### config.mk
export PLATFORM = sky130hd
export DESIGN_NAME = lab3_cache_write_buffer
export DESIGN_NICKNAME = d
export VERILOG_FILES = /design/src/rtl/lab3_cache_write_buffer_pkg.sv /design/src/rtl/lab3_cache_write_buffer.sv
export SDC_FILE = /design/constraint.sdc
export NUM_CORES = 1
export LEC_CHECK = 0
export ABC_AREA = 1
export BUFFER_PORTS_ARGS = -buffer_cell sky130_fd_sc_hd__buf_2
export CORE_UTILIZATION = 53
export CTS_CLUSTER_SIZE = 25
export DETAILED_ROUTE_END_ITERATION = 10
export GPL_TIMING_DRIVEN = 0
export PLACE_DENSITY = 0.85
export REMOVE_ABC_BUFFERS = 1
export SLEW_MARGIN = 20
export SYNTH_ARGS = -nofsm -noshare
export SYNTH_HDL_FRONTEND = slang
export SYNTH_SLANG_ARGS = --single-unit
### constraint.sdc
create_clock -name clk -period 3.9 [get_ports clk]
set_input_delay 0 -clock clk [delete_from_list [all_inputs] [get_ports clk]]
set_output_delay 0 -clock clk [all_outputs]
set_load 0.02 [all_outputs]
### src/rtl/lab3_cache_write_buffer_pkg.sv
// Memory request/response message formats shared by the cache write buffer and its neighbours.
package lab3_cache_write_buffer_pkg;

  localparam logic [2:0] MEM_RD   = 3'd0;
  localparam logic [2:0] MEM_WR   = 3'd1;
  localparam logic [2:0] MEM_INIT = 3'd2;

  typedef struct packed {
    logic [2:0]  type_;
    logic [7:0]  opaque;
    logic [31:0] addr;
    logic [1:0]  len;
    logic [31:0] data;
  } mem_req_4B_t;

  typedef struct packed {
    logic [2:0]  type_;
    logic [7:0]  opaque;
    logic [1:0]  test;
    logic [1:0]  len;
    logic [31:0] data;
  } mem_resp_4B_t;

endpackage

### src/rtl/lab3_cache_write_buffer.sv
// Write buffer between cache and memory: writes are acked immediately and drained in order; reads
// wait for the buffer to drain. Define LAB3_CACHE_WRITE_BUFFER_FWD_EN to serve reads from buffered writes.
module lab3_cache_write_buffer
  import lab3_cache_write_buffer_pkg::*;
#(
  parameter int unsigned DEPTH = 4
) (
  input  logic         clk,
  input  logic         reset,
  input  logic         creq_val,
  output logic         creq_rdy,
  input  mem_req_4B_t  creq_msg,
  output logic         cresp_val,
  input  logic         cresp_rdy,
  output mem_resp_4B_t cresp_msg,
  output logic         mreq_val,
  input  logic         mreq_rdy,
  output mem_req_4B_t  mreq_msg,
  input  logic         mresp_val,
  output logic         mresp_rdy,
  input  mem_resp_4B_t mresp_msg,
  output logic         wb_empty
);

  localparam int unsigned PW = $clog2(DEPTH);
  localparam int unsigned CW = $clog2(DEPTH + 1);

  typedef enum logic [2:0] {IDLE, DRAIN, RD_REQ, RD_WAIT, RD_RESP} state_t;

  state_t       state, state_n;
  mem_req_4B_t  fifo [DEPTH];
  logic [PW-1:0] head, tail;
  logic [CW-1:0] count, outst;
  logic         resp_val;
  mem_resp_4B_t resp_msg, resp_next;
  mem_req_4B_t  rd_req;

  logic creq_is_wr, creq_is_rd, fifo_full, fifo_empty;
  logic enq, rd_acc, drain_val, pop, wr_resp, rd_resp, resp_load, fwd_hit;
  logic unused_mresp;

  assign creq_is_wr = (creq_msg.type_ == MEM_WR) || (creq_msg.type_ == MEM_INIT);
  assign creq_is_rd = (creq_msg.type_ == MEM_RD);
  assign fifo_full  = (count == CW'(DEPTH));
  assign fifo_empty = (count == '0);

  // Full is judged on the count at cycle start, so a same-cycle pop never frees a slot early.
  assign creq_rdy  = (state == IDLE) && !resp_val && (creq_is_rd || (creq_is_wr && !fifo_full));
  assign enq       = creq_val && creq_rdy && creq_is_wr;
  assign rd_acc    = creq_val && creq_rdy && creq_is_rd;

  // Writes drain whenever the read FSM is not using the memory port; outstanding caps at DEPTH.
  assign drain_val = !fifo_empty && (state != RD_REQ) && (outst < CW'(DEPTH));
  assign mreq_val  = (state == RD_REQ) || drain_val;
  assign mreq_msg  = (state == RD_REQ) ? rd_req : fifo[head];
  assign pop       = drain_val && mreq_rdy;

  assign mresp_rdy = 1'b1;
  assign wr_resp   = mresp_val && ((mresp_msg.type_ == MEM_WR) || (mresp_msg.type_ == MEM_INIT))
                     && (outst != '0);
  assign rd_resp   = mresp_val && (mresp_msg.type_ == MEM_RD) && (state == RD_WAIT);
  assign unused_mresp = ^{mresp_msg.opaque, mresp_msg.test};

  assign cresp_val = resp_val;
  assign cresp_msg = resp_msg;
  assign wb_empty  = fifo_empty && (outst == '0);

`ifdef LAB3_CACHE_WRITE_BUFFER_FWD_EN
  logic [31:0] fwd_data;

  // Scan oldest to youngest so the last match wins.
  always_comb begin
    fwd_hit  = 1'b0;
    fwd_data = '0;
    for (int unsigned i = 0; i < DEPTH; i++) begin
      if ((CW'(i) < count) && (fifo[head + PW'(i)].addr[31:2] == creq_msg.addr[31:2])) begin
        fwd_hit  = 1'b1;
        fwd_data = fifo[head + PW'(i)].data;
      end
    end
  end
`else
  assign fwd_hit = 1'b0;
`endif

  // Response register load source: write ack, memory read data or forwarded data.
  always_comb begin
    resp_load = 1'b0;
    resp_next = '0;
    if (enq) begin
      resp_load        = 1'b1;
      resp_next.type_  = creq_msg.type_;
      resp_next.opaque = creq_msg.opaque;
    end else if (rd_resp) begin
      resp_load        = 1'b1;
      resp_next.type_  = MEM_RD;
      resp_next.opaque = rd_req.opaque;
      resp_next.len    = mresp_msg.len;
      resp_next.data   = mresp_msg.data;
`ifdef LAB3_CACHE_WRITE_BUFFER_FWD_EN
    end else if (rd_acc && fwd_hit) begin
      resp_load        = 1'b1;
      resp_next.type_  = MEM_RD;
      resp_next.opaque = creq_msg.opaque;
      resp_next.len    = creq_msg.len;
      resp_next.data   = fwd_data;
`endif
    end
  end

  // Read FSM next state.
  always_comb begin
    state_n = state;
    case (state)
      IDLE:    if (rd_acc) state_n = fwd_hit ? RD_RESP : (wb_empty ? RD_REQ : DRAIN);
      DRAIN:   if (wb_empty) state_n = RD_REQ;
      RD_REQ:  if (mreq_rdy) state_n = RD_WAIT;
      RD_WAIT: if (rd_resp) state_n = RD_RESP;
      RD_RESP: if (cresp_rdy) state_n = IDLE;
      default: state_n = IDLE;
    endcase
  end

  always_ff @(posedge clk) begin
    if (reset) begin
      state    <= IDLE;
      head     <= '0;
      tail     <= '0;
      count    <= '0;
      outst    <= '0;
      resp_val <= 1'b0;
    end else begin
      state <= state_n;
      if (enq) tail <= (tail == PW'(DEPTH - 1)) ? '0 : tail + PW'(1);
      if (pop) head <= (head == PW'(DEPTH - 1)) ? '0 : head + PW'(1);
      case ({enq, pop})
        2'b10:   count <= count + CW'(1);
        2'b01:   count <= count - CW'(1);
        default: count <= count;
      endcase
      case ({pop, wr_resp})
        2'b10:   outst <= outst + CW'(1);
        2'b01:   outst <= outst - CW'(1);
        default: outst <= outst;
      endcase
      if (resp_val && cresp_rdy) resp_val <= 1'b0;
      if (resp_load) resp_val <= 1'b1;
    end
  end

  // Payload storage; not reset.
  always_ff @(posedge clk) begin
    if (enq) fifo[tail] <= creq_msg;
    if (rd_acc) rd_req <= creq_msg;
    if (resp_load) resp_msg <= resp_next;
  end

endmodule

==> metrics, run 1 <==
status complete, no violations; routed len/inst 18.87 um; post-route setup TNS 0 ps; CP required 3900 ps; VDD IR max 464.8 uV; die width 183.4 um; vias in the first global route 12110; die height 183.4 um; Worst Path Max Fanout 81; Post-Syn Area per Cell 12.90 um2; Via density 5.471; cell family with most CP delay buffers and inverters; Routed Antenna Nets 0; Slew @ Worst Pin 793.6 ps; Cell Rows 66; CTS root buf clkbuf_16; met2 Usage GRT 43.35%; CTS clock-pin slew for the worst setup and hold paths 70 ps; met3 GRT Util 4.576%; RSZ-0062 raised after global routing false; initial antenna violation count 1; Pwr Total 14.23 mW; final cycle utilization of the critical path 74.71%; RD Place Congestion 0.7710; H-tree Lvls 2; share of cells above drive strength 1 20.79%; PortBufs 245; CP endpoint kind primary output; Critical Path Start Type flop; Crit path largest cell delay 440 ps; DRT iter0 DRCs 1215; top_reg_cell synth edfxtp_1; most common cell after layout, fill and taps aside edfxtp_1; CP cell instances buf_16, inv_6, buf_16, o21ai_0, o22ai_1, nand2_1, o21ai_0, buf_2; post-synth top area share 74.01%; worst slack at placement 1253 ps; Final Worst Setup Slack 986.3 ps; Hold Vio Cnt, Final 0; Post-Synthesis Cells 1353; minimum clock period 2914 ps; maxcap violations 0; leakage power 8.284 nW; setup bufs post-CTS 0; EDFF count, synth 430; # nets final 1849; drc violations 0; Layout area overhead 26.97%; Num Clock Sinks 446; ys async rst share 0%; Hold WC Path Type input port to flop; Critical Path AT 2910 ps; Core Area 0.03245 mm2; Clock Tree Buf Depth 3; global route overflow 0; CTS tree built; busiest grt layer met2; met1 usage 29.51%; FF+latch count, synth 446; Pins Over Slew Limit 0; Fmax 343.2 MHz; post-synthesis cell area 0.01745 mm2; Worst-Skew Late Latency 540 ps; Tot GR Track Use 24.44%; final clock skew 17.60 ps; power per cell area 642.2 mW/mm2; slew margin rel. 46.96%; Final Core Density 68.26%; worst path buffer plus inverter count 4; Yosys warning count 0; cts bufs inserted 45; First-pass DRT Iterations 5; post-synthesis cell type with the largest combined area edfxtp_1; final WL 41.33 mm; total I/O pin count 259; post-synth cell types 34; Slowest-stage cell, CP dfxtp_4; final setup fails 0; fillers 2017; largest net degree at the start of global routing 82; most frequent cells in the layout 430 x edfxtp_1, 411 x nor2_1, 245 x buf_2; die area 0.03365 mm2; Vias 11980; initial core utilization 53.76%; sequential fraction of the synthesis area 75.84%; largest cells by area after synthesis edfxtp_1 74%, nor2_1 8.8%, o21ai_0 4.9%; critical path class flop to primary output; first-pass GRT wire length 63.21 mm; HPWL after DPL 21.97 mm
==> Yosys cell counts, drive strengths merged (2+ instances only) <==
library cell and instances:
ha 7, nand4 4, nor3 2, nand3 10
nor2 419, fa 2, edfxtp 430, dfxtp 16
inv 81, clkbuf 19, o22ai 16, buf 56
nand3b 2, a31oi 69, nand2 26, o21ai 174
a21oi 13, conb 2
==> area by class of cell <==
type,count,area (um2),share of cell area (%)
flip-flops and latches,446,13240,59.77
clock inverters,24,254.0,1.147
repair buffers,383,2935,13.25
clock buffers,59,1316,5.941
diodes,2,5.005,0.02259
multi-input cells,753,3533,15.95
inverters,81,316.6,1.429
well taps,442,553.0,2.496
==> worst paths after layout <==
| check | from | to | slack (ps) | cells past startpoint |
|---|---|---|---|---|
| worst min register to register | count[2] | count[2] | 530 | 2 |
| worst max register to register | state[1] | cresp_msg[21] | 1150 | 5 |
| worst max-delay path | flop | mreq_msg[66] | 990 | 8 |
| worst min-delay path | mresp_val | state[0] | 80 | 4 |
==> metal layers <==
metal / vias to the layer above / routed length, um
met1: 5739 / 15290
met4: 0 / 1218
met5: - / 0
li1: 5506 / -
met2: 621 / 21630
met3: 115 / 3200
==> power breakdown <==
group	internal [mW]	leakage, nW	switching (mW)	total (mW)
registers	5.53	4.04	0.168	5.69
logic	1.29	3.48	2.74	4.03
clock network	2.72	0.769	1.78	4.50
==> logic make-up after synthesis <==
group	Yosys count	share of synthesized area (%)
other cells	2	0.04304
flops	446	75.84
compound gates	275	8.770
fa+ha+maj	9	0.7314
simple gates	465	10.44
buf+inv	156	4.174
==> flip-flops by register name, summed over array words and instances, names as in the netlist, named ones only <==
register / cells
count: 3
cresp_val: 1
cresp_msg: 45
outst: 3
tail: 2
fifo: 308
state: 3
head: 2
rd_req: 77
==> stage by stage <==
step	std cells	instance area, um2	hold WS (ps)
final	2190	22150	75.58
after global routing	2189	22150	95.23
after CTS	2188	22150	22.48
after detailed placement	1990	19430	226.9
after global placement	1967	18810	222.9
after floorplan	1280	17030	69.07
==> timing repair <==
item / in CTS / in global routing
hold buffers: 115 / 0
gates resized for setup: 0 / 0
endpoints found under the hold margin: 445 / 0
==> worst reg2reg max path, cell delays in order (launching register included) <==
cell and delay (ps):
dfxtp_1 480, nand2_1 170, nor2_2 240, nand4_4 600
nand2_2 650, buf_12 280
(Power assumes the default switching activity.)
==> inputs of run 2 (changes only) <==
--- a/config.mk
+++ b/config.mk
@@ -5,13 +5,13 @@
 export SDC_FILE = /design/constraint.sdc
 export NUM_CORES = 1
 export LEC_CHECK = 0
-export ABC_AREA = 1
+export ABC_AREA = 0
 export BUFFER_PORTS_ARGS = -buffer_cell sky130_fd_sc_hd__buf_2
-export CORE_UTILIZATION = 53
+export CORE_UTILIZATION = 51
 export CTS_CLUSTER_SIZE = 25
 export DETAILED_ROUTE_END_ITERATION = 10
 export GPL_TIMING_DRIVEN = 0
-export PLACE_DENSITY = 0.85
+export PLACE_DENSITY = 0.86
 export REMOVE_ABC_BUFFERS = 1
 export SLEW_MARGIN = 20
 export SYNTH_ARGS = -nofsm -noshare
==> constraint.sdc (replaced) <==
create_clock -name clk -period 2.6 [get_ports clk]
set_input_delay 0 -clock clk [delete_from_list [all_inputs] [get_ports clk]]
set_output_delay 0 -clock clk [all_outputs]
set_load 0.02 [all_outputs]
==> run 2 against run 1 <==
  * Combinational power up 10%
  * Non-clock buffer count up 26
  * Sequential share of layout area up 0.83 points
  * Flip-flop and latch count unchanged
  * Cell count down 23%
  * Register-to-register slack worse by 1000 ps
  * Routed wire length down 8.2%
  * Synthesized area down 2.0%
  * Final area down 1.2%
  * Largest power group unchanged
==> metrics, run 2 <==
status complete, no violations; drc violations 0 (unchanged); minimum clock period 2517 ps; ys async rst share 0% (unchanged); final clock skew 23.28 ps (+5.683 ps); Top reg by flops fifo; reg2reg setup slack 110 ps (-1040 ps); worst slack at placement -325.2 ps (-1578 ps); final cycle utilization of the critical path 96.81%; EDFF count, synth 430 (unchanged); r2r endpoint count[2]; WHS Path Cells 4 (unchanged); CP required 2600 ps (-1300 ps); Worst Reg2Reg Path Length in Cells 10 (+5); count leader, synth edfxtp_1; vias in the first global route 9915 (-18%); Via density 5.512 (+0.75%); Clock Tree Buf Depth 3 (unchanged); Vias 9282 (-23%); Post-Syn Area per Cell 21.76 um2 (+69%); fillers 2005 (-0.59%); initial antenna violation count 3 (+2); leakage power 7.542 nW (-9.0%); # nets final 1346 (-27%); Critical Path Start Type flop; die width 185.1 um (+0.91%); CTS clock-pin slew for the worst setup and hold paths 60 ps (about the same); Critical Path AT 2520 ps (-390 ps); reg2reg start count[0]; placed cell area 0.01918 mm2 (-1.3%); Slew @ Worst Pin 857.7 ps (+64.00 ps); power per cell area 859.4 mW/mm2 (+34%); PortBufs 245 (unchanged); RD Place Congestion 0.7408 (-3.9%); Final Worst Setup Slack 82.93 ps (-903.4 ps); worst path buffer plus inverter count 2 (-2); hold worst-path end state[1]; post-synth cell types 53 (+56%); final instance area 0.02188 mm2 (-1.2%); most frequent cells after synthesis 430 x edfxtp_1, 77 x mux2_2, 77 x mux4_2; Num Clock Sinks 446 (unchanged); Hold WC Path Type input port to flop; cell family with most CP delay flip-flops; CTS root buf clkbuf_16; Layout area overhead 27.94%; top_reg_cell synth edfxtp_1; share of cells above drive strength 1 43.18% (+22 points); critical path class flop to primary output; post-synthesis cell type with the largest combined area edfxtp_1; HPWL after DPL 21.51 mm (-2.1%); Yosys warning count 0 (unchanged); cts bufs inserted 44 (-2.2%); Pins Over Slew Limit 0 (unchanged); DRT iter0 DRCs 570 (-53%); largest net degree at the start of global routing 43 (-48%); Cell Rows 66 (unchanged); most common cell after layout, fill and taps aside edfxtp_1; VDD IR max 740.9 uV (+59%); placed cell count 1473 (-26%); Post-Synthesis Cells 786 (-42%); H-tree Lvls 2 (unchanged); initial core utilization 52.16% (-1.6 points); Fmax 397.3 MHz; Final Core Density 66.74% (-1.5 points); Slowest-stage cell, CP dfxtp_4; Crit path largest cell delay 780 ps (+340 ps); die area 0.03427 mm2 (+1.8%); First-pass DRT Iterations 5 (unchanged); die height 185.1 um (+0.91%); FF+latch count, synth 446 (unchanged); sequential fraction of the synthesis area 77.38% (+1.5 points); fin cells 1684 (-23%); CP cell instances buf_16, mux4_2, mux2_2, buf_2; maxcap violations 0 (unchanged); Worst Path Max Fanout 39 (-52%); routed len/inst 22.53 um (+19%); first-pass GRT wire length 55.33 mm (-12%); Hold Vio Cnt, Final 0 (unchanged); largest cells by area after synthesis edfxtp_1 76%, mux4_2 10%, mux2_2 5.1%; CP endpoint kind primary output; most frequent cells in the layout 430 x edfxtp_1, 254 x buf_2, 119 x dlygate4sd3_1; Core Area 0.03278 mm2 (+1.0%); global route overflow 0 (unchanged); CTS tree built; final setup fails 0 (unchanged); post-synthesis cell area 0.01710 mm2 (-2.0%); max FFs per register 308 (unchanged); post-synth top area share 75.51% (+1.5 points); Worst-Skew Late Latency 550 ps (about the same); worst hold start mresp_msg[46]; total I/O pin count 259 (unchanged); Tot GR Track Use 21.86% (-2.6 points); final WL 37.93 mm (-8.2%); Routed Antenna Nets 0 (unchanged); slew margin rel. 42.69% (-4.3 points)
==> run 2: cell count changes after synthesis, moves of 18 or more <==
cell and change:
and2_1 +36, mux2_2 +77, o21ai_0 -165, mux4_2 +77, inv_1 -65, buf_2 -18, nor2_1 -398, nand2_1 -22
a31oi_1 -69
==> run 2: cells by family after synthesis <==
family	after synthesis	share of synthesized area, %
adders and majority gates	9	0.7463
AOI/OAI and AO/OA	36	1.588
buffers and inverters	52	1.712
xor gates and xnor gates	5	0.2561
muxes	157	15.39
DFF	446	77.38
other	2	0.04392
and+or+nand+nor	79	2.883
==> run 2: how the worst max path moves through the flow <==
stage                            start           end  slack (ps)  cells past startpoint
after floorplan              cresp_val     rd_req[0]       -6040                      3
after global placement    creq_msg[74]    rd_req[11]      -12290                      4
after detailed placement  creq_msg[74]    rd_req[11]        -330                      9
after CTS                 creq_msg[75]    rd_req[20]          10                     10
after global routing          count[2]      count[2]          -6                     10
final                             flop  mreq_msg[31]          80                      4
==> run 2: area by class of cell <==
type                       count  area (um2)  share of cell area [%]
antenna                        3       7.507                 0.03431
clock buffer                  49        1141                   5.216
clock inverter                29       207.7                  0.9493
inverter                      14       55.05                  0.2516
multi-input combinational    292        3687                   16.85
sequential                   446       13260                   60.59
tap                          442       553.0                   2.528
timing repair buffer         409        2970                   13.58
==> run 2: timing repair <==
item | in CTS | in global routing
pin swaps | 3 | 6
gates cloned | 0 | 2
gates resized for setup | 7 | 13
setup buffers | 3 | 7
endpoints found under the hold margin | 445 | 0
endpoints found under the setup margin | 84 | 121
hold buffers | 119 | 0
==> run 2: per-stage QoR <==
| step | total power [mW] | TNS (ps) | hold slack, ps |
|---|---|---|---|
| 3_3_place_gp | 12.61 | -2113250 | 223.6 |
| 2_1_floorplan | 11.29 | -896450 | 69.07 |
| 3_5_place_dp | 12.68 | -5615 | 229.1 |
| 5_1_grt | 19.49 | -6.460 | 91.01 |
| 6_report | 18.80 | 0 | 89.97 |
| 4_1_cts | 18.78 | 0 | 48.55 |
==> run 2: metal layers <==
metal / vias up / track usage (%) / wire length [um]
met2: 398 / 39.59 / 20130
met1: 4747 / 25.57 / 14160
met4: 0 / 8.099 / 1076
met5: - / 0 / 0
li1: 4048 / - / -
met3: 89 / 4.503 / 2569
==> run 2: where the power goes <==
group / internal [mW] / switching, mW / leakage, nW
Clock: 3.37 / 2.60 / 0.664
Combinational: 2.03 / 2.42 / 2.84
Sequential: 8.21 / 0.168 / 4.04
Total: 13.6 / 5.20 / 7.54
==> run 2: tightest hold or removal path: stages <==
cell and delay [ps]:
buf_2 100, nor4b_2 70, nand2_1 240, a32o_1 170
==> inputs of run 3 (changes only) <==
--- a/config.mk
+++ b/config.mk
@@ -7,11 +7,11 @@
 export LEC_CHECK = 0
 export ABC_AREA = 0
 export BUFFER_PORTS_ARGS = -buffer_cell sky130_fd_sc_hd__buf_2
-export CORE_UTILIZATION = 51
+export CORE_UTILIZATION = 40
 export CTS_CLUSTER_SIZE = 25
 export DETAILED_ROUTE_END_ITERATION = 10
 export GPL_TIMING_DRIVEN = 0
-export PLACE_DENSITY = 0.86
+export PLACE_DENSITY = 0.72
 export REMOVE_ABC_BUFFERS = 1
 export SLEW_MARGIN = 20
 export SYNTH_ARGS = -nofsm -noshare
==> run 3 against run 2 <==
  * Register-to-register slack is essentially flat
  * Clock skew shrank 3.8 ps
  * Combinational power is essentially flat
  * Maximum frequency grew 0.68%
  * Highest routed layer unchanged
==> metrics, run 3 (synthesis results as in run 2) <==
maxcap violations 0 (unchanged); Worst Path Max Fanout 12 (-69%); leakage power 7.598 nW (+0.74%); Critical Path AT 2990 ps (+470 ps); DRT iter0 DRCs 676 (+19%); CP required 3090 ps (+490 ps); final cycle utilization of the critical path 96.15% (-0.66 points); Crit path largest cell delay 510 ps (-270 ps); Top reg by flops fifo; total I/O pin count 259 (unchanged); met3 GRT Util 3.276% (-1.2 points); vias in the first global route 9455 (-4.6%); Vias 8938 (-3.7%); H-tree Lvls 2 (unchanged); # nets final 1350 (+0.30%); power per cell area 866.0 mW/mm2 (+0.77%); Slew @ Worst Pin 766.5 ps (-91.20 ps); critical path class flop to flop; CTS tree built; met2 Usage GRT 28.51% (-11 points); fillers 3254 (+62%); First-pass DRT Iterations 5 (unchanged); Hold WC Path Type input port to flop; Layout area overhead 29.44%; Num Clock Sinks 446 (unchanged); Tot GR Track Use 16.34% (-5.5 points); cts bufs inserted 46 (+4.5%); placed cell count 1572 (+6.7%); initial core utilization 40.68% (-11 points); routed len/inst 20.42 um (-9.4%); Slowest-stage cell, CP dfxtp_2; status complete, no violations; Core Area 0.04204 mm2 (+28%); final WL 36.45 mm (-3.9%); met1 usage 20.17% (-5.4 points); first-pass GRT wire length 54.01 mm (-2.4%); initial antenna violation count 1 (-2); worst path buffer plus inverter count 2 (unchanged); Via density 5.007 (-9.2%); Pins Over Slew Limit 0 (unchanged); CTS clock-pin slew for the worst setup and hold paths 60 ps (about the same); CP cell instances nor3b_4, buf_4, nor4b_4, ha_1, inv_1, fa_1, xor2_1, or3_1, a21oi_1; fin cells 1785 (+6.0%); most frequent cells in the layout 430 x edfxtp_1, 252 x buf_2, 120 x dlygate4sd3_1; RD Place Congestion 0.8349 (+13%); minimum clock period 2500 ps (-17.09 ps); die width 208.8 um (+13%); Fmax 400.0 MHz (+0.68%); CP endpoint kind flop; Routed Antenna Nets 0 (unchanged); share of cells above drive strength 1 43.05% (-0.13 points); die height 208.8 um (+13%); Final Worst Setup Slack 100.0 ps (+17.09 ps); PortBufs 245 (unchanged); final setup fails 0 (unchanged); CTS root buf clkbuf_16; cell family with most CP delay simple AND/OR/NAND/NOR gates; Cell Rows 75 (+14%); largest net degree at the start of global routing 43 (unchanged); Clock Tree Buf Depth 3 (unchanged); drc violations 0 (unchanged); most common cell after layout, fill and taps aside edfxtp_1; HPWL after DPL 21.87 mm (+1.7%); global route overflow 0 (unchanged); Hold Vio Cnt, Final 0 (unchanged); worst slack at placement -315.7 ps (+9.560 ps); slew margin rel. 48.78% (+6.1 points); busiest grt layer met2; die area 0.04358 mm2 (+27%); Final Core Density 52.65% (-14 points); VDD IR max 622.4 uV (-16%); final clock skew 19.44 ps (-3.840 ps); Worst-Skew Late Latency 560 ps (about the same); Critical Path Start Type flop; max FFs per register 308 (unchanged)
run 3: cell count changes in the layout (fill, tap and decap cells not counted), sizes merged, moves of 2 or more:
cell / previous run / this run
diode: 3 / 1
clkbuf: 49 / 58
clkinv: 22 / 17
inv: 17 / 15
run 3: final cells by class:
| cell class | count | area, um2 | area share (%) |
|---|---|---|---|
| sequential | 446 | 13250 | 59.85 |
| clock inverter | 24 | 198.9 | 0.8988 |
| antenna | 1 | 2.502 | 0.01131 |
| timing repair buffer | 411 | 3002 | 13.56 |
| multi-input combinational | 292 | 3697 | 16.70 |
| inverter | 14 | 52.55 | 0.2374 |
| tap | 539 | 674.4 | 3.047 |
| clock buffer | 58 | 1260 | 5.692 |
run 3: final timing paths:
kind                 startpoint  endpoint  slack [ps]  depth (start not counted)
hold reg to reg        count[2]  count[2]         510                          2
hold / removal    mresp_msg[44]  state[2]         190                          5
setup / recovery       state[0]  count[2]         100                          9
setup reg to reg       state[0]  count[2]         100                          9
run 3: tightest hold or removal path: stages:
cell      delay [ps]
buf_2            100
nor4b_2           60
a221oi_1         290
mux2i_1          130
o32ai_1          110
run 3: power by group:
part / switching (mW) / internal, mW
Sequential: 0.142 / 8.21
Clock: 2.62 / 3.72
Combinational: 2.43 / 2.04
Total: 5.20 / 14.0
run 3: timing repair:
item	in CTS	in global routing
buffers inserted	5	5
cloned	0	2
gates resized for setup	9	10
pin swaps	0	4
hold buffers	120	0
hold endpoints to repair	446	0
setup endpoints to repair	86	147
run 3: through the flow:
| stage | TNS, ps | instance area, um2 | total power, mW | hold WS, ps |
|---|---|---|---|---|
| finish | 0 | 22140 | 19.17 | 185.6 |
| global route | -38.44 | 22130 | 19.88 | 187.9 |
| CTS | 0 | 22020 | 19.34 | 149.4 |
| detailed placement | -2734 | 19300 | 12.75 | 230.1 |
| global placement | -2324570 | 18770 | 12.65 | 222.5 |
| floorplan | -896450 | 16870 | 11.29 | 69.07 |
run 3: per-layer routing:
layer | part of all wire [%] | up-vias
met4 | 2.1 | 0
li1 | - | 4053
met1 | 41 | 4568
met2 | 52 | 265
met5 | 0 | -
met3 | 5.2 | 52
